==> config.mk <==
export PLATFORM = sky130hd
export DESIGN_NAME = and_gate
export DESIGN_NICKNAME = d
export VERILOG_FILES = /design/src/rtl/urcpu_pkg.sv /design/src/rtl/popcount.sv /design/src/rtl/and_gate.sv
export SDC_FILE = /design/constraint.sdc
export NUM_CORES = 1
export LEC_CHECK = 0
export ABC_AREA = 1
export CAP_MARGIN = 10
export CORE_MARGIN = 2
export CORE_UTILIZATION = 43
export CTS_CLUSTER_DIAMETER = 200
export DETAILED_ROUTE_END_ITERATION = 16
export GPL_TIMING_DRIVEN = 0
export PLACE_DENSITY = 0.86
export SLEW_MARGIN = 10
export SYNTH_ARGS = -nofsm -noshare
export SYNTH_HDL_FRONTEND = slang
export SYNTH_SLANG_ARGS = --single-unit
export TNS_END_PERCENT = 100
==> constraint.sdc <==
create_clock -name clk -period 2.35 [get_ports clk]
set_clock_uncertainty 0.05 [all_clocks]
set_input_delay 0.3525 -clock clk [delete_from_list [all_inputs] [get_ports clk]]
set_output_delay 0.3525 -clock clk [all_outputs]
set_load 0.05 [all_outputs]
==> src/rtl/urcpu_pkg.sv <==
// urcpu_pkg: shared URCPU word size and word type
package urcpu_pkg;
    localparam int WORD_W = 20;
    typedef logic [WORD_W-1:0] word_t;
endpackage

==> src/rtl/popcount.sv <==
// popcount: combinational count of set bits
module popcount #(
    parameter int WIDTH = 20,
    parameter int CNT_W = $clog2(WIDTH + 1)
) (
    input  logic [WIDTH-1:0] x,
    output logic [CNT_W-1:0] cnt
);
    always_comb begin
        cnt = '0;
        for (int i = 0; i < WIDTH; i++)
            cnt = cnt + CNT_W'(x[i]);
    end
endmodule

==> src/rtl/and_gate.sv <==
// and_gate: combinational a & b plus registered result and status flags
module and_gate
    import urcpu_pkg::*;
#(
    parameter int WIDTH = WORD_W,
    parameter int CNT_W = $clog2(WIDTH + 1)
) (
    input  logic             clk,
    input  logic             rst_n,
    input  logic [WIDTH-1:0] a,
    input  logic [WIDTH-1:0] b,
    input  logic             in_valid,
    output logic [WIDTH-1:0] c,
    output logic [WIDTH-1:0] c_q,
    output logic             out_valid,
    output logic             zero_q,
    output logic             ones_q,
    output logic [CNT_W-1:0] popcnt_q
);
    logic [CNT_W-1:0] cnt;

    assign c = a & b;

    popcount #(.WIDTH(WIDTH), .CNT_W(CNT_W)) u_popcount (.x(c), .cnt(cnt));

    // flags are captured alongside c_q so they always describe the same result
    always_ff @(posedge clk or negedge rst_n) begin
        if (!rst_n) begin
            c_q       <= '0;
            zero_q    <= 1'b1;
            ones_q    <= 1'b0;
            popcnt_q  <= '0;
            out_valid <= 1'b0;
        end else begin
            out_valid <= in_valid;
            if (in_valid) begin
                c_q      <= c;
                zero_q   <= ~|c;
                ones_q   <= &c;
                popcnt_q <= cnt;
            end
        end
    end
endmodule

==> out/summary.txt, run 1 <==
status -> complete, but fails checks
failing checks -> setup timing
post-route cell area -> 2940 sq um
clk_lat worst skew -> 0.28 ns
Reg area -> 702 sq um
CTS clk-pin slew, worst paths -> 0.10 ns
area of the die -> 4610 sq um
ANT nets after route -> 0
most frequent cell after synthesis -> nand2_1
die height -> 67.9 um
kind of critical path -> in -> reg
Synth warnings -> 0
area share of the largest cell type after synthesis -> 38.5%
initial antenna violation count -> 0
Vias/cell -> 4.78
Cell Area, Placed -> 2770 sq um
Total GRT Usage -> 23.4%
flops & latches, synth -> 28
Final WS setup -> -1.69 ns
grt ovf -> 0
Setup Viol. Count Final -> 5
largest net degree at the start of global routing -> 29
CTS H-tree lvls -> 1
Cells after Synth -> 214
Tightest Pin Transition -> 0.617 ns
worst vdd ir -> 0.000565 V
Core Rows -> 23
area grow syn2layout -> 67.4%
Startpoint Class -> input port
Antenna Cells -> 0
number of synthesized flops with an enable pin -> 0
cts-stage hold buffer count -> 0
CTS tree -> yes
CP peak stage delay -> 0.51 ns
placed cells -> 354
CP required -> 2.51 ns
Synth top cells by count -> 67 x nand2_1, 39 x inv_1, 27 x dfrtp_1
Post-Place Worst Slack -> -2.48 ns
multi-input logic area -> 958 sq um
die width -> 67.9 um
Routed WL -> 5020 um
Iter 0 DRT Violations -> 82
Final nets -> 387
fin crit period -> 4.04 ns
Tcrit/Tclk final -> 172%
MaxCap Viol Count -> 0
Netlist cell types -> 19
Mapped Avg Cell Area -> 8.20 sq um
I/O Buffers -> 90
ranking of synthesized cells by area -> dfrtp_1 39%, fa_1 15%, nand2_1 14%, inv_1 8.3%, ha_1 6.4%
Worst Hold Class -> in -> async
Root Driver -> clkbuf_8
Critical Path, Cell by Cell -> buf_8 > nand2_8 > ha_4 > inv_2 > fa_1 > fa_1 > fa_1 > fa_1 > fa_1 > inv_1 > fa_2 > inv_2 > fa_2 > o21ai_2
Core Area -> 3970 sq um
drt drc -> 0
Pleak -> 1.52 nW
drt pass-1 iters -> 4
Worst path slowest cell -> fa_1
Crit Path Max Fanout -> 2
FILL cells -> 298
first-pass GRT wire length -> 7990 um
Setup TNS -> -7.90 ns
Slew Viols, Final -> 0
final non-filler cell total -> 371
number of top-level pins -> 91
clock sinks -> 28
fraction of registers with async set/reset -> 100%
PwrDens -> 689 nW/um^2
Syn Nets -> 279
Max Freq -> 248 MHz
per-cell routed wire length -> 13.5 um
vias in the first global route -> 1,774
fraction of layout cells with a size suffix above 1 -> 17.8%
Post-DP HPWL -> 3880 um
CTS Buf Count -> 3
via count -> 1,773
Arr. time, crit path -> 4.19 ns
sequential area share after synthesis -> 40.0%
CP dominant cell by count -> fa_1
Main synth FF type -> dfrtp_1
Initial Utilization -> 44.2%
Final Hold Violating Endpoints -> 0
RSZ-0062 raised after global routing -> true
CP endpoint kind -> register
Clock Path Buffers -> 2
Mapped Area -> 1750 sq um
Rel. slew slack -> 58.9%
GP Congestion -> 0.786
largest area contributor in the netlist -> dfrtp_1
## final cells by class
class                   count  share of cell area, %
plain buffers               5                   1.02
clock buffers               4                   1.87
inverters                  40                   5.11
multi-input cells         141                   32.6
flip-flops and latches     28                   23.9
well taps                  50                   2.13
repair buffers            103                   33.3
## metal layers
metal  track usage [%]  vias up  wire, um
met3              3.29        8       369
met1              28.4      839      1910
met2              43.3       68      2660
li1                  -      858         -
met4              6.25        0        85
met5                 0        -         0
## power by group
part           total, W  internal, W  leakage [nW]  switching (W)
Sequential     0.000575     0.000544         0.358      0.0000312
Clock          0.000299     0.000150        0.0288       0.000149
Combinational   0.00115     0.000461          1.13       0.000687
Total           0.00202      0.00115          1.52       0.000868
## final timing paths
kind / startpoint / slack [ns] / to / depth (start not counted)
max in group asynchronous: rst_n / 1.82 / ones_q / 1
setup reg to reg: zero_q / 1.48 / zero_q / 3
setup / recovery: a[0] / -1.69 / popcnt_q[1] / 14
hold reg to reg: c_q[12] / 0.44 / c_q[12] / 1
hold / removal: rst_n / 0.03 / c_q[7] / 1
min in group clk: b[0] / 0.38 / c_q[0] / 4
## registers in the layout, summed over array words and instances (netlist names)
signal,count
out_valid,1
ones_q,1
popcnt_q,5
zero_q,1
c_q,20
## timing repair
| item | in CTS | in global routing |
|---|---|---|
| resized for setup | 53 | 20 |
| endpoints found under the setup margin | 5 | 6 |
| pin swaps | 23 | 21 |
| setup buffers | 10 | 3 |
## worst max-delay path, delay by kind of cell
| kind | cells | cell delay, ns |
|---|---|---|
| and+or+nand+nor | 1 | 0.05 |
| adders and majority gates | 8 | 3.42 |
| buffers and inverters | 4 | 0.23 |
| AOI/OAI and AO/OA | 1 | 0.14 |
## placed cells by master, fill, tap and decap left out, drive strengths merged
master          n
dlygate4sd2     9
a21oi           2
clkbuf         11
dfrtp          27
dfstp           1
inv            40
o21bai          1
nand3b          1
clkdlybuf4s50  68
ha              9
o21a            1
buf            22
nand3           4
nand2          67
clkdlybuf4s15   1
o21ai          21
nor2           21
a22o            1
dlymetal6s2s    1
fa             13
## stage by stage
stage,total power (W),hold slack [ns],util (%)
5_1_grt,0.00216,0.0811,73.9
3_3_place_gp,0.00161,0.414,69.8
4_1_cts,0.00199,0.373,73.7
2_1_floorplan,0.00128,0.00691,-
3_5_place_dp,0.00164,0.421,69.8
6_report,0.00202,0.0291,73.9
## cells by family (layout without fill, tap and decap cells)
| logic type | after synthesis | in the layout | share of synthesized area [%] |
|---|---|---|---|
| flip-flops | 28 | 28 | 40.0 |
| adder cells (fa/ha/maj) | 22 | 22 | 21.3 |
| AND/OR/NAND/NOR | 93 | 93 | 20.5 |
| AO/OA/AOI/OAI | 26 | 26 | 7.92 |
| buffers and inverters | 45 | 152 | 10.3 |
(Power assumes the default switching activity.)
==> run 2: changes to the inputs <==
- GPL_ROUTABILITY_DRIVEN: unset -> 0
==> results of run 2 <==
Final layout, timing and power as in run 1 (identical DEF).
